===== src/rtl/cfg_reg_pkg.sv =====
// Shared constants for the system configuration register file: address map
// of the exported registers and the bit layout of the UART configuration byte.
package cfg_reg_pkg;

  // Exported register addresses (ALU operands, UART config, clock divider)
  localparam int ADDR_ALU_OP_A  = 0;
  localparam int ADDR_ALU_OP_B  = 1;
  localparam int ADDR_UART_CFG  = 2;
  localparam int ADDR_DIV_RATIO = 3;

  // UART_CFG field offsets
  localparam int UART_PAR_EN       = 0;
  localparam int UART_PAR_TYPE     = 1;
  localparam int UART_PRESCALE_LSB = 2;
  localparam int UART_PRESCALE_MSB = 7;
  localparam int UART_CFG_W        = UART_PRESCALE_MSB + 1;

  // Builds the UART_CFG reset byte from its three field values.
  // Only the low bits of each argument are meaningful.
  function automatic logic [UART_CFG_W-1:0] uart_cfg_reset(input int prescale,
                                                           input int par_type,
                                                           input int par_en);
    logic [UART_CFG_W-1:0] v;
    logic [31:0]           p;
    logic [31:0]           t;
    logic [31:0]           e;
    p = prescale;
    t = par_type;
    e = par_en;
    v = '0;
    v[UART_PAR_EN]                             = e[0];
    v[UART_PAR_TYPE]                           = t[0];
    v[UART_PRESCALE_MSB:UART_PRESCALE_LSB]     = p[5:0];
    return v;
  endfunction

endpackage


===== src/rtl/cfg_reg_file_if.sv =====
// Controller-side bus of the configuration register file plus the flat
// export bus that feeds the ALU, UART and clock divider.
interface cfg_reg_file_if #(
  parameter int WIDTH      = 8,
  parameter int ADDR_W     = 4,
  parameter int NUM_EXPORT = 4
);

  logic [WIDTH-1:0]            WrData;
  logic [ADDR_W-1:0]           Address;
  logic                        WrEn;
  logic                        RdEn;
  logic                        Lock;
  logic [WIDTH-1:0]            RdData;
  logic                        RdData_Valid;
  logic                        Err;
  logic                        Cfg_Update;
  logic [NUM_EXPORT*WIDTH-1:0] REG_Export;

  // System controller side
  modport master (
    output WrData, Address, WrEn, RdEn, Lock,
    input  RdData, RdData_Valid, Err, Cfg_Update, REG_Export
  );

  // Register file side
  modport slave (
    input  WrData, Address, WrEn, RdEn, Lock,
    output RdData, RdData_Valid, Err, Cfg_Update, REG_Export
  );

endinterface


===== src/rtl/cfg_reg_access_chk.sv =====
// Combinational access qualification: decides whether the current request is
// a legal read, a legal write, or must be rejected with an error strobe.
module cfg_reg_access_chk
  import cfg_reg_pkg::*;
#(
  parameter int DEPTH      = 16,
  parameter int ADDR_W     = 4,
  parameter int NUM_EXPORT = 4
) (
  input  logic [ADDR_W-1:0] Address,
  input  logic              WrEn,
  input  logic              RdEn,
  input  logic              Lock,
  input  logic [DEPTH-1:0]  RO_MASK,
  output logic              rd_ok,
  output logic              wr_ok,
  output logic              err
);

  localparam int IDX_W = (DEPTH > 1) ? $clog2(DEPTH) : 1;

  logic [IDX_W-1:0] w_idx;
  logic             w_in_range;
  logic             w_exported;
  logic             w_ro;
  logic             w_locked;
  logic             w_rd_only;
  logic             w_wr_only;

  assign w_in_range = (32'(Address) < 32'(DEPTH));
  assign w_exported = (32'(Address) < 32'(NUM_EXPORT));
  assign w_idx      = IDX_W'(Address);

  // Out-of-range addresses never consult the mask; they are rejected anyway
  assign w_ro       = w_in_range & RO_MASK[w_idx];
  assign w_locked   = Lock & w_exported;

  // A simultaneous read and write is a collision, neither side is serviced
  assign w_rd_only  = RdEn & ~WrEn;
  assign w_wr_only  = WrEn & ~RdEn;

  assign rd_ok = w_rd_only & w_in_range;
  assign wr_ok = w_wr_only & w_in_range & ~w_ro & ~w_locked;
  assign err   = (RdEn & WrEn)
               | (w_rd_only & ~w_in_range)
               | (w_wr_only & ~wr_ok);

endmodule


===== src/rtl/cfg_reg_file.sv =====
// Parametrised system configuration register file. Holds DEPTH registers,
// exports the lowest NUM_EXPORT continuously, and flags rejected accesses
// and value changes of exported registers with one-cycle strobes.
module cfg_reg_file
  import cfg_reg_pkg::*;
#(
  parameter int               WIDTH         = 8,
  parameter int               DEPTH         = 16,
  parameter int               ADDR_W        = 4,
  parameter int               NUM_EXPORT    = 4,
  parameter logic [DEPTH-1:0] RO_MASK       = '0,
  parameter int               PARITY_ENABLE = 0,
  parameter int               PARITY_TYPE   = 0,
  parameter int               PRESCALE      = 8,
  parameter int               DIV_RATIO     = 8
) (
  input  logic           CLK,
  input  logic           RST,
  cfg_reg_file_if.slave  bus
);

  localparam int IDX_W = (DEPTH > 1) ? $clog2(DEPTH) : 1;

  localparam logic [WIDTH-1:0] L_UART_RST =
    WIDTH'(uart_cfg_reset(PRESCALE, PARITY_TYPE, PARITY_ENABLE));
  localparam logic [WIDTH-1:0] L_DIV_RST  = WIDTH'(DIV_RATIO);

  logic [WIDTH-1:0]            r_mem [DEPTH];
  logic [WIDTH-1:0]            r_rd_data;
  logic                        r_rd_valid;
  logic                        r_err;
  logic                        r_cfg_update;

  logic                        w_rd_ok;
  logic                        w_wr_ok;
  logic                        w_err;
  logic                        w_rd_only;
  logic                        w_exported;
  logic                        w_changed;
  logic [IDX_W-1:0]            w_idx;
  logic [NUM_EXPORT*WIDTH-1:0] w_export;

  cfg_reg_access_chk #(
    .DEPTH      (DEPTH),
    .ADDR_W     (ADDR_W),
    .NUM_EXPORT (NUM_EXPORT)
  ) u_access_chk (
    .Address (bus.Address),
    .WrEn    (bus.WrEn),
    .RdEn    (bus.RdEn),
    .Lock    (bus.Lock),
    .RO_MASK (RO_MASK),
    .rd_ok   (w_rd_ok),
    .wr_ok   (w_wr_ok),
    .err     (w_err)
  );

  assign w_idx      = IDX_W'(bus.Address);
  assign w_rd_only  = bus.RdEn & ~bus.WrEn;
  assign w_exported = (32'(bus.Address) < 32'(NUM_EXPORT));
  assign w_changed  = (r_mem[w_idx] != bus.WrData);

  // Storage, read data and strobes; strobes default low so each pulse is one cycle
  always_ff @(posedge CLK) begin
    if (RST) begin
      for (int i = 0; i < DEPTH; i++) begin
        r_mem[i] <= '0;
      end
      r_mem[ADDR_UART_CFG]  <= L_UART_RST;
      r_mem[ADDR_DIV_RATIO] <= L_DIV_RST;
      r_rd_data    <= '0;
      r_rd_valid   <= 1'b0;
      r_err        <= 1'b0;
      r_cfg_update <= 1'b0;
    end else begin
      r_rd_valid   <= 1'b0;
      r_cfg_update <= 1'b0;
      r_err        <= w_err;
      // Out-of-range reads still complete, returning zero alongside Err
      if (w_rd_only) begin
        r_rd_valid <= 1'b1;
        r_rd_data  <= w_rd_ok ? r_mem[w_idx] : '0;
      end
      if (w_wr_ok) begin
        r_mem[w_idx] <= bus.WrData;
        r_cfg_update <= w_exported & w_changed;
      end
    end
  end

  // Flatten the exported registers onto the export bus
  always_comb begin
    w_export = '0;
    for (int i = 0; i < NUM_EXPORT; i++) begin
      w_export[i*WIDTH +: WIDTH] = r_mem[i];
    end
  end

  assign bus.RdData       = r_rd_data;
  assign bus.RdData_Valid = r_rd_valid;
  assign bus.Err          = r_err;
  assign bus.Cfg_Update   = r_cfg_update;
  assign bus.REG_Export   = w_export;

endmodule

===== src/flat_wrapper.sv =====
// flat-port wrapper written by rule: the top's interface ports become plain ports
module cfg_reg_file_flat import cfg_reg_pkg::*;
#(
  parameter int               WIDTH         = 8,
  parameter int               DEPTH         = 16,
  parameter int               ADDR_W        = 4,
  parameter int               NUM_EXPORT    = 4,
  parameter logic [DEPTH-1:0] RO_MASK       = '0,
  parameter int               PARITY_ENABLE = 0,
  parameter int               PARITY_TYPE   = 0,
  parameter int               PRESCALE      = 8,
  parameter int               DIV_RATIO     = 8
)
  (CLK, RST, bus_WrData, bus_Address, bus_WrEn, bus_RdEn, bus_Lock, bus_RdData, bus_RdData_Valid, bus_Err, bus_Cfg_Update, bus_REG_Export);
  cfg_reg_file_if #(.WIDTH(WIDTH), .ADDR_W(ADDR_W), .NUM_EXPORT(NUM_EXPORT)) bus_i ();
  input  logic CLK;
  input  logic RST;
  input wire logic [$bits(bus_i.WrData)-1:0] bus_WrData;
  input wire logic [$bits(bus_i.Address)-1:0] bus_Address;
  input wire logic [$bits(bus_i.WrEn)-1:0] bus_WrEn;
  input wire logic [$bits(bus_i.RdEn)-1:0] bus_RdEn;
  input wire logic [$bits(bus_i.Lock)-1:0] bus_Lock;
  output wire logic [$bits(bus_i.RdData)-1:0] bus_RdData;
  output wire logic [$bits(bus_i.RdData_Valid)-1:0] bus_RdData_Valid;
  output wire logic [$bits(bus_i.Err)-1:0] bus_Err;
  output wire logic [$bits(bus_i.Cfg_Update)-1:0] bus_Cfg_Update;
  output wire logic [$bits(bus_i.REG_Export)-1:0] bus_REG_Export;
  assign bus_i.WrData = bus_WrData;
  assign bus_i.Address = bus_Address;
  assign bus_i.WrEn = bus_WrEn;
  assign bus_i.RdEn = bus_RdEn;
  assign bus_i.Lock = bus_Lock;
  assign bus_RdData = bus_i.RdData;
  assign bus_RdData_Valid = bus_i.RdData_Valid;
  assign bus_Err = bus_i.Err;
  assign bus_Cfg_Update = bus_i.Cfg_Update;
  assign bus_REG_Export = bus_i.REG_Export;
  cfg_reg_file #(.WIDTH(WIDTH), .DEPTH(DEPTH), .ADDR_W(ADDR_W), .NUM_EXPORT(NUM_EXPORT), .RO_MASK(RO_MASK), .PARITY_ENABLE(PARITY_ENABLE), .PARITY_TYPE(PARITY_TYPE), .PRESCALE(PRESCALE), .DIV_RATIO(DIV_RATIO)) u_core (.CLK(CLK), .RST(RST), .bus(bus_i));
endmodule

===== config.mk =====
export PLATFORM = sky130hd
export DESIGN_NAME = cfg_reg_file_flat
export DESIGN_NICKNAME = d
export VERILOG_FILES = /design/src/rtl/cfg_reg_pkg.sv /design/src/rtl/cfg_reg_file_if.sv /design/src/rtl/cfg_reg_access_chk.sv /design/src/rtl/cfg_reg_file.sv /design/src/flat_wrapper.sv
export SDC_FILE = /design/constraint.sdc
export NUM_CORES = 1
export LEC_CHECK = 0
export CAP_MARGIN = 40
export CORE_ASPECT_RATIO = 0.8
export CORE_UTILIZATION = 35
export CTS_CLUSTER_DIAMETER = 200
export CTS_CLUSTER_SIZE = 30
export DETAILED_ROUTE_END_ITERATION = 8
export DONT_BUFFER_PORTS = 1
export SLEW_MARGIN = 20
export SYNTH_ARGS = -nofsm -noshare
export SYNTH_HDL_FRONTEND = slang
export SYNTH_SLANG_ARGS = --single-unit
export TNS_END_PERCENT = 30

===== constraint.sdc =====
create_clock -name CLK -period 5.8 [get_ports CLK]
set_input_delay 0.29 -clock CLK [delete_from_list [all_inputs] [get_ports CLK]]
set_output_delay 0.29 -clock CLK [all_outputs]
set_load 0.02 [all_outputs]

; Yosys cells after proc, flatten, opt, wreduce, memory -nomap -nowiden
; Memories as Yosys holds them, arrays and structs flattened.
; Index checks and enable logic that the tools add are counted.
[totals]
input_bits = 17
latch_bits = 0
ramBits = 128
wordCells = 39
regBits = 11
n_memories = 2
mem_bits_ro = 16
out_inout_bits = 43
[mem_list]
columns = name, words, width, read_ports, rd_clocked_by_memory_dff, wr, line_no
row1 = u_core.r_mem, 16, 8, 5, 0, 16, cfg_reg_file.sv:28  ; logic [WIDTH-1:0] r_mem [DEPTH];
row2 = (name not given), 16, 1, 1, 0, 0, cfg_reg_access_chk.sv:35  ; assign w_ro = w_in_range & RO_MASK[w_idx];
[classes]
add_sub_neg = 0
n_bitwise = 16
n_reduce_logical = 2
mul = 0
div_mod_pow = 0
shifts = 0
n_mux = 12
n_eq_ne = 1
n_lt_le_gt_ge = 2
[ops]
columns = operator, n
row1 = 8-bit two-way mux, 3
row2 = 1-bit bitwise AND, 8
row3 = 1-bit two-way mux, 8
row4 = 8-bit inequality test, 1
row5 = 8-bit OR reduction, 1
row6 = "4-bit by 5-bit < comparator with 1-bit output, second input constant", 1
row7 = 1-bit inverter, 5
row8 = "4-bit by 3-bit < comparator with 1-bit output, second input constant", 1
row9 = 4-bit two-way mux, 1
row10 = 1-bit OR, 3
row11 = 2-bit OR reduction, 1

; Logic depth before layout (Yosys ltp)
; Gate-level depths: netlist of the first run.
[logic_depth]
depth_word = 10
depth_mapped = 9
ltp_nobuf = 6

; By module
; Synthesis of the first run repeated with hierarchy kept, for this count alone.
[hier_totals]
hier_cells = 482
hier_area_um2 = 6790.3
[by_module_without_submodules]
columns = mod, area_each_um2, cells_per_inst, n_inst
row1 = cfg_reg_file, 6631.4, 469, 1
row2 = cfg_reg_access_chk, 158.9, 13, 1

; Worst setup path before layout of the first run
; No wires, ideal clock.
[synth_path]
kind = input to register
startpoint = input bus_Address[3]
endpoint = memory u_core.r_mem[12][0], enable pin
n_path_buf = 3
setup_ns = 0.310
required_ns = 5.490
slack_ns = 3.779
path_stages = 6
arrival_ns = 1.712
cell_sequence = buf_2 buf_4 buf_2 nand3_1 nor3_1 or2_2
[synth_rtl]
columns = item, line_no
row1 = "start, declared", flat_wrapper.sv:19  ; input wire logic [$bits(bus_i.Address)-1:0] bus_Address;
row2 = "end, declared", cfg_reg_file.sv:28

==> impl_metrics.prom, run 1 <==
# TYPE chip_impl_metric gauge
chip_impl_metric{name="grt_antenna_before_repair",unit=""} 0
chip_impl_metric{name="syn_nets",unit=""} 480
chip_impl_metric{name="synthDistinctLibCells",unit=""} 37
chip_impl_metric{name="floorplan.core_area",unit="sq um"} 18200
chip_impl_metric{name="cellLeakagePower",unit="uW"} 0.00249
chip_impl_metric{name="cp_data_required_time",unit="ns"} 6.13
chip_impl_metric{name="cts_buffers",unit=""} 17
chip_impl_metric{name="drive_above_1_share",unit="%"} 14.1
chip_impl_metric{name="clkSlewWorstSetupHoldPaths",unit="ns"} 0.06
chip_impl_metric{name="routing_usage_on_met1",unit="%"} 23.1
chip_impl_metric{name="cp_data_arrival_time",unit="ns"} 2.53
chip_impl_info{name="setup.worst_path.start_class",value="register"} 1
chip_impl_metric{name="wire_length_of_the_first_global_routing_pass",unit="um"} 24200
chip_impl_metric{name="post-dp-hpwl",unit="um"} 10700
chip_impl_metric{name="max_clock_freq",unit="MHz"} 456
chip_impl_info{name="critPathCaptureType",value="register"} 1
chip_impl_info{name="min-delay-path-class",value="in -> reg"} 1
chip_impl_metric{name="syn-cell-area",unit="sq um"} 6540
chip_impl_metric{name="routed_wl",unit="um"} 16000
chip_impl_metric{name="grt.met2_usage",unit="%"} 26.3
chip_impl_info{name="tritoncts",value="done"} 1
chip_impl_metric{name="num_vias",unit=""} 3730
chip_impl_metric{name="finish.net_count",unit=""} 471
chip_impl_metric{name="final.period_utilization",unit="%"} 37.8
chip_impl_metric{name="fin_skew",unit="ns"} 0.00720
chip_impl_metric{name="area_of_combinational_cells_with_multiple_inputs",unit="sq um"} 2300
chip_impl_metric{name="ys_seq_area_share",unit="%"} 62.2
chip_impl_metric{name="num_antenna_cells",unit=""} 0
chip_impl_info{name="clk_root_buffer_cell",value="sky130_fd_sc_hd__clkbuf_16"} 1
chip_impl_metric{name="maximum_capacitance_violations",unit=""} 0
chip_impl_metric{name="postSynthRegisterBits",unit=""} 139
chip_impl_metric{name="setup_tns",unit="ns"} 0
chip_impl_metric{name="drtAntennaViolNets",unit=""} 0
chip_impl_metric{name="clockBufferDepth",unit=""} 2
chip_impl_metric{name="synth-warning-count",unit=""} 0
chip_impl_metric{name="final_report_setup_violation_count",unit=""} 0
chip_impl_info{name="grt_setup_unrepaired",value="false"} 1
chip_impl_metric{name="area_growth_syn_to_layout",unit="%"} 10.4
chip_impl_metric{name="grt_remaining_overflow",unit=""} 0
chip_impl_metric{name="post-cts-setup-buffers",unit=""} 0
chip_impl_metric{name="post_drt_via_cell_ratio",unit=""} 5.18
chip_impl_metric{name="fp.dieH",unit="um"} 124
chip_impl_metric{name="first_global_vias",unit=""} 3774
chip_impl_metric{name="drt_first_pass_iters",unit=""} 5
chip_impl_metric{name="pin_slew_with_the_least_headroom_to_its_limit",unit="ns"} 0.650
chip_impl_metric{name="worst_path_fanout_max",unit=""} 2
chip_impl_metric{name="place_ws",unit="ns"} 3.40
chip_impl_metric{name="fin_worst_hold_slack",unit="ns"} 0.0144
chip_impl_metric{name="grt.total_usage",unit="%"} 17.7
chip_impl_metric{name="design.die.area",unit="sq um"} 19200
chip_impl_metric{name="htreeDepth",unit=""} 4
chip_impl_metric{name="maximum_number_of_pins_on_one_net_before_global_route_repair",unit=""} 49
chip_impl_metric{name="nFillCells",unit=""} 1663
chip_impl_metric{name="max_slew_margin",unit="%"} 56.4
chip_impl_metric{name="avgRoutedWirePerCell",unit="um"} 22.2
chip_impl_metric{name="placedCellCount",unit=""} 687
chip_impl_metric{name="top_level_ports",unit=""} 60
chip_impl_metric{name="hold_violations",unit=""} 0
chip_impl_metric{name="vdd.ir_drop.worst",unit="mV"} 0.208
chip_impl_metric{name="sequential_cell_area",unit="sq um"} 4060
chip_impl_metric{name="hold_buffers",unit=""} 1
chip_impl_metric{name="tritoncts_num_sinks",unit=""} 139
chip_impl_metric{name="fp.dieW",unit="um"} 155
chip_impl_metric{name="mapped_cells",unit=""} 463
chip_impl_metric{name="resized_after_cts",unit=""} 0
chip_impl_metric{name="gp_weighted_congestion",unit=""} 0.802
chip_impl_metric{name="post-route-min-period",unit="ns"} 2.19
chip_impl_info{name="status",value="complete, no violations"} 1
chip_impl_metric{name="maxSlewViolCount",unit=""} 0
chip_impl_metric{name="setup_ws",unit="ns"} 3.61
chip_impl_metric{name="finalNonFillerCells",unit=""} 720
chip_impl_metric{name="clock_latency",unit="ns"} 0.43
chip_impl_metric{name="place.port_buffers",unit=""} 0
chip_impl_metric{name="num_rows",unit=""} 44
chip_impl_metric{name="pwr_density_cell",unit="nW/um^2"} 319
chip_impl_metric{name="use_met3",unit="%"} 7.61
chip_impl_metric{name="drc_errors",unit=""} 0
chip_impl_metric{name="drt_first_iter_violations",unit=""} 275
chip_impl_info{name="grt_most_used_layer",value="met2"} 1
chip_impl_metric{name="floorplan.initialDensity",unit="%"} 35.9
chip_impl_metric{name="postSynthAreaPerCell",unit="sq um"} 14.1
chip_impl_info{name="critPathKind",value="reg -> reg"} 1
[cells by family (layout without fill, tap and decap cells)]
| family | Yosys count | after routing | share of synthesized area, % |
|---|---|---|---|
| buffers and inverters | 31 | 35 | 2.66 |
| AOI/OAI and AO/OA | 23 | 23 | 2.22 |
| DFF | 139 | 139 | 62.2 |
| muxes | 55 | 55 | 13.9 |
| and+or+nand+nor | 209 | 209 | 18.2 |
| xor gates and xnor gates | 6 | 6 | 0.804 |
[cell usage after synthesis]
cell                         n  share of area (%)
sky130_fd_sc_hd__a211o_1     1               0.13
sky130_fd_sc_hd__a211oi_1    2               0.23
sky130_fd_sc_hd__a21oi_1     9               0.69
sky130_fd_sc_hd__a221oi_1    2               0.27
sky130_fd_sc_hd__a22o_1      1               0.13
sky130_fd_sc_hd__a41oi_1     1               0.13
sky130_fd_sc_hd__and2_1    112                 11
sky130_fd_sc_hd__and3_1      1              0.096
sky130_fd_sc_hd__and4_1      2               0.27
sky130_fd_sc_hd__buf_12      1               0.31
sky130_fd_sc_hd__buf_2       6               0.46
sky130_fd_sc_hd__buf_4       5               0.57
sky130_fd_sc_hd__buf_6       2               0.34
sky130_fd_sc_hd__clkbuf_1   15               0.86
sky130_fd_sc_hd__dfxtp_1    11                3.4
sky130_fd_sc_hd__edfxtp_1  128                 59
sky130_fd_sc_hd__inv_1       2               0.11
sky130_fd_sc_hd__mux2_2      7                1.2
sky130_fd_sc_hd__mux2i_1    22                3.4
sky130_fd_sc_hd__mux4_1      7                2.8
sky130_fd_sc_hd__mux4_2     19                6.5
sky130_fd_sc_hd__nand2_1    17               0.98
sky130_fd_sc_hd__nand2b_1    5               0.48
sky130_fd_sc_hd__nand3_1     3               0.23
sky130_fd_sc_hd__nand3b_1    1               0.11
sky130_fd_sc_hd__nor2_1     23                1.3
sky130_fd_sc_hd__nor2b_1     3               0.29
sky130_fd_sc_hd__nor3_1     17                1.3
sky130_fd_sc_hd__nor4_1      6               0.57
sky130_fd_sc_hd__o211ai_1    1               0.11
sky130_fd_sc_hd__o21ai_0     3               0.23
sky130_fd_sc_hd__o22ai_1     3               0.29
sky130_fd_sc_hd__or2_2      16                1.5
sky130_fd_sc_hd__or3_1       2               0.19
sky130_fd_sc_hd__or4_1       1               0.11
sky130_fd_sc_hd__xnor2_1     4               0.54
sky130_fd_sc_hd__xor2_1      2               0.27
[routing by layer]
metal	wire, um	vias to the layer above
met5	0	-
met3	1720	16
met4	205	0
met2	7120	132
met1	6980	1883
li1	-	1699
[per-stage QoR]
step	area (sq um)	utilization, %	power (uW)
2_1_floorplan	6540	-	1330
3_3_place_gp	6690	36.7	1350
3_5_place_dp	6690	36.7	1350
4_1_cts	7210	39.6	2310
5_1_grt	7210	39.6	2370
6_report	7210	39.6	2300
[critical path: stages (launching register included)]
cell and delay, ns:
sky130_fd_sc_hd__edfxtp_1 0.51, sky130_fd_sc_hd__mux4_1 0.61, sky130_fd_sc_hd__mux2i_1 0.21, sky130_fd_sc_hd__mux2i_1 0.20, sky130_fd_sc_hd__xnor2_1 0.17, sky130_fd_sc_hd__and4_1 0.20
sky130_fd_sc_hd__a41oi_1 0.21
[final timing paths]
check	slack, ns	to	start	cells after the start
hold reg to reg	0.56	u_core.bus.RdData[6]	u_core.bus.RdData[6]	2
setup reg to reg	3.61	u_core.bus.Cfg_Update	u_core.r_mem[1][2]	6
setup / recovery	3.61	u_core.bus.Cfg_Update	u_core.r_mem[1][2]	6
hold / removal	0.01	u_core.bus.Err	bus_RdEn	2
[area by class of cell]
type / count / share of cell area, %
Clock buffer: 20 / 6.05
Clock inverter: 12 / 1.13
Inverter: 2 / 0.104
Multi-Input combinational cell: 293 / 31.9
Sequential cell: 139 / 56.3
Tap cell: 253 / 4.39
Timing Repair Buffer: 1 / 0.139
[flip-flops by register name, indices dropped and copies added, names as in the netlist]
name,cells
u_core.bus.RdData_Valid,1
u_core.r_mem,128
u_core.bus.Err,1
u_core.bus.Cfg_Update,1
u_core.bus.RdData,8
[where the power goes]
group | leakage, uW | internal, uW | switching (uW)
sequential | 0.00131 | 1150 | 46.0
clock | 0.000255 | 576 | 395
combinational | 0.000923 | 65.3 | 74.8
[layout by cell type (no fill, tap or decap), drive strengths merged, types with 7 or more instances in the layout]
| master | Yosys | layout |
|---|---|---|
| clkinv | 0 | 10 |
| nand2 | 17 | 17 |
| edfxtp | 128 | 128 |
| nor3 | 17 | 17 |
| mux4 | 26 | 26 |
| or2 | 16 | 16 |
| mux2 | 7 | 7 |
| mux2i | 22 | 22 |
| nor2 | 23 | 23 |
| and2 | 112 | 112 |
| a21oi | 9 | 9 |
| dfxtp | 11 | 11 |
| clkbuf | 15 | 20 |
No activity file was read; power rests on OpenSTA's default activity.
==> inputs of run 2 (changes only) <==
--- a/config.mk
+++ b/config.mk
@@ -5,6 +5,7 @@
 export SDC_FILE = /design/constraint.sdc
 export NUM_CORES = 1
 export LEC_CHECK = 0
+export ABC_AREA = 1
 export CAP_MARGIN = 40
 export CORE_ASPECT_RATIO = 0.8
 export CORE_UTILIZATION = 35
==> constraint.sdc (replaced) <==
create_clock -name CLK -period 1.8 [get_ports CLK]
set_input_delay 0.09 -clock CLK [delete_from_list [all_inputs] [get_ports CLK]]
set_output_delay 0.09 -clock CLK [all_outputs]
set_load 0.02 [all_outputs]
==> impl_metrics.prom, run 2 <==
# TYPE chip_impl_metric gauge
chip_impl_metric{name="gp_weighted_congestion",unit=""} 0.880
chip_impl_metric{name="cp_data_required_time",unit="ns"} 2.12
chip_impl_metric{name="avgRoutedWirePerCell",unit="um"} 17.8
chip_impl_info{name="most_common_library_cell_in_the_layout_ignoring_fill_and_taps",value="sky130_fd_sc_hd__nand2_1"} 1
chip_impl_metric{name="pin_slew_with_the_least_headroom_to_its_limit",unit="ns"} 0.593
chip_impl_info{name="final_cell_mix",value="sky130_fd_sc_hd__nand2_1, sky130_fd_sc_hd__nor2_1, sky130_fd_sc_hd__edfxtp_1"} 1
chip_impl_metric{name="syn-cell-area",unit="sq um"} 6460
chip_impl_info{name="tritoncts",value="done"} 1
chip_impl_info{name="path_common_cell",value="sky130_fd_sc_hd__nand2_1"} 1
chip_impl_metric{name="htreeDepth",unit=""} 4
chip_impl_metric{name="post-route-min-period",unit="ns"} 1.65
chip_impl_metric{name="finalNonFillerCells",unit=""} 1048
chip_impl_metric{name="post_drt_via_cell_ratio",unit=""} 4.96
chip_impl_metric{name="fin_worst_hold_slack",unit="ns"} 0.0182
chip_impl_metric{name="mapped_cells",unit=""} 735
chip_impl_metric{name="drt_first_iter_violations",unit=""} 440
chip_impl_metric{name="layout_utilization",unit="%"} 42.9
chip_impl_info{name="cp_cell_sequence",value="dlygate4sd3_1 -> nand2_4 -> inv_4 -> nand2_1 -> nand2_1 -> o21ai_1 -> nand2_1 -> o21ai_0 -> nand2_1 -> nor2_1 -> nand2_1 -> nor2_1 -> nor2_1"} 1
chip_impl_info{name="clk_root_buffer_cell",value="sky130_fd_sc_hd__clkbuf_16"} 1
chip_impl_info{name="grt_setup_unrepaired",value="false"} 1
chip_impl_metric{name="worst_path_fanout_max",unit=""} 26
chip_impl_metric{name="tritoncts_num_sinks",unit=""} 139
chip_impl_info{name="synth.cells.most_frequent",value="sky130_fd_sc_hd__nand2_1, sky130_fd_sc_hd__nor2_1, sky130_fd_sc_hd__edfxtp_1"} 1
chip_impl_metric{name="floorplan.core_area",unit="sq um"} 18100
chip_impl_metric{name="longest_individual_stage_delay_on_the_worst_path",unit="ns"} 0.64
chip_impl_metric{name="drtAntennaViolNets",unit=""} 0
chip_impl_metric{name="placedCellCount",unit=""} 1002
chip_impl_metric{name="nFillCells",unit=""} 1732
chip_impl_metric{name="postSynthAreaPerCell",unit="sq um"} 8.78
chip_impl_info{name="critical_path.top_delay_family",value="buffers and inverters"} 1
chip_impl_metric{name="final.period_utilization",unit="%"} 91.8
chip_impl_metric{name="grt.total_usage",unit="%"} 20.4
chip_impl_metric{name="num_vias",unit=""} 5199
chip_impl_info{name="register_ranked_first_by_flip_flop_count",value="u_core.r_mem"} 1
chip_impl_info{name="critPathCaptureType",value="register"} 1
chip_impl_metric{name="fp.dieH",unit="um"} 123
chip_impl_metric{name="drc_errors",unit=""} 0
chip_impl_metric{name="syn_nets",unit=""} 752
chip_impl_metric{name="max_clock_freq",unit="MHz"} 605
chip_impl_metric{name="timing.critical_path.buf_inv",unit=""} 2
chip_impl_metric{name="postSynth.asyncResetShare",unit="%"} 0
chip_impl_metric{name="number_of_flip_flops_under_the_largest_register_name",unit=""} 128
chip_impl_metric{name="drive_above_1_share",unit="%"} 13.1
chip_impl_metric{name="design.die.area",unit="sq um"} 19000
chip_impl_metric{name="grt_antenna_before_repair",unit=""} 0
chip_impl_metric{name="final_report_setup_violation_count",unit=""} 0
chip_impl_metric{name="num_rows",unit=""} 44
chip_impl_info{name="yosysMostFrequentCell",value="sky130_fd_sc_hd__nand2_1"} 1
chip_impl_metric{name="drt_first_pass_iters",unit=""} 5
chip_impl_metric{name="routed_wl",unit="um"} 18600
chip_impl_info{name="dominantRegCellSynth",value="sky130_fd_sc_hd__edfxtp_1"} 1
chip_impl_metric{name="top_level_ports",unit=""} 60
chip_impl_metric{name="postSynthRegisterBits",unit=""} 139
chip_impl_metric{name="fp.dieW",unit="um"} 154
chip_impl_metric{name="fin_skew",unit="ns"} 0.00780
chip_impl_metric{name="clkSlewWorstSetupHoldPaths",unit="ns"} 0.06
chip_impl_metric{name="synthDistinctLibCells",unit=""} 22
chip_impl_info{name="critPathKind",value="in -> reg"} 1
chip_impl_metric{name="hold_violations",unit=""} 0
chip_impl_info{name="slowest_stage",value="sky130_fd_sc_hd__dlygate4sd3_1"} 1
chip_impl_metric{name="finish.net_count",unit=""} 822
chip_impl_metric{name="post-dp-hpwl",unit="um"} 12700
chip_impl_metric{name="number_of_enable_flip_flop_cells_after_synthesis",unit=""} 128
chip_impl_metric{name="maximum_capacitance_violations",unit=""} 0
chip_impl_metric{name="floorplan.initialDensity",unit="%"} 35.6
chip_impl_metric{name="place.port_buffers",unit=""} 0
chip_impl_metric{name="ys_seq_area_share",unit="%"} 62.9
chip_impl_metric{name="maximum_number_of_pins_on_one_net_before_global_route_repair",unit=""} 58
chip_impl_info{name="setup.worst_path.start_class",value="primary input"} 1
chip_impl_metric{name="max_slew_margin",unit="%"} 60.3
chip_impl_metric{name="cts_buffers",unit=""} 17
chip_impl_metric{name="vdd.ir_drop.worst",unit="mV"} 0.567
chip_impl_metric{name="cellLeakagePower",unit="uW"} 0.00342
chip_impl_metric{name="cp_data_arrival_time",unit="ns"} 1.97
chip_impl_metric{name="clockBufferDepth",unit=""} 2
chip_impl_metric{name="area_growth_syn_to_layout",unit="%"} 20.2
chip_impl_info{name="min-delay-path-class",value="in -> reg"} 1
chip_impl_metric{name="first_global_vias",unit=""} 4819
chip_impl_info{name="status",value="complete, no violations"} 1
chip_impl_metric{name="grt_remaining_overflow",unit=""} 0
chip_impl_info{name="netlist_top_cells_area",value="sky130_fd_sc_hd__edfxtp_1, sky130_fd_sc_hd__nand2_1, sky130_fd_sc_hd__nor2_1"} 1
chip_impl_metric{name="maxSlewViolCount",unit=""} 0
chip_impl_metric{name="setup_tns",unit="ns"} 0
chip_impl_metric{name="synth-warning-count",unit=""} 0
chip_impl_metric{name="pwr_density_cell",unit="nW/um^2"} 999
chip_impl_info{name="synth_top_cell_by_area",value="sky130_fd_sc_hd__edfxtp_1"} 1
chip_impl_metric{name="clock_latency",unit="ns"} 0.43
chip_impl_metric{name="wire_length_of_the_first_global_routing_pass",unit="um"} 28300
chip_impl_metric{name="yosysTopAreaCellShare",unit="%"} 59.5
chip_impl_metric{name="num_antenna_cells",unit=""} 0
## run 2: layer usage
metal | GRT usage (%) | routed length (um) | vias up
li1 | - | - | 2493
met1 | 27.7 | 8530 | 2475
met2 | 31.7 | 8330 | 198
met3 | 4.45 | 1230 | 33
met4 | 8.50 | 519 | 0
met5 | 0 | 0 | -
## run 2: logic make-up (layout without fill, tap and decap cells)
family / after synthesis / after routing / synth area share (%)
compound gates: 27 / 27 / 2.09
flops: 139 / 139 / 62.9
simple gates: 519 / 519 / 31.1
buf+inv: 50 / 133 / 3.90
## run 2: worst paths after layout
kind,start,to,slack (ns),cells after the start
max,bus_Address[1],u_core.bus.Cfg_Update,0.15,13
min,bus_WrData[3],u_core.r_mem[15][3],0.02,2
max reg2reg,u_core.r_mem[2][1],u_core.bus.Cfg_Update,0.23,12
min reg2reg,u_core.bus.RdData[6],u_core.bus.RdData[6],0.64,2
## run 2: repair_timing
action                                  CTS  global route
hold endpoints to repair                 11             0
hold buffers                             14             0
gates resized for setup                   0             3
endpoints found under the setup margin    0             1
buffers inserted                          0             0
## run 2: layout make-up
| class | count | area (sq um) | area share, % |
|---|---|---|---|
| clock buffer | 19 | 433 | 5.58 |
| clock inverter | 13 | 104 | 1.34 |
| inverter | 20 | 77.6 | 0.999 |
| multi-input combinational | 546 | 2140 | 27.6 |
| sequential | 139 | 4060 | 52.4 |
| tap | 230 | 288 | 3.71 |
| timing repair buffer | 81 | 656 | 8.45 |
## run 2: metrics by stage
step	instance area, sq um	power, uW	setup WS [ns]
6_report	7760	7760	0.147
3_5_place_dp	7080	4560	0.113
3_3_place_gp	7080	4550	0.158
5_1_grt	7760	7990	0.0229
2_1_floorplan	6460	4310	0.309
4_1_cts	7760	7770	0.108
## run 2: report_power, final
group / switching (uW) / internal [uW]
clock: 1350 / 1880
sequential: 93.4 / 3700
combinational: 507 / 232
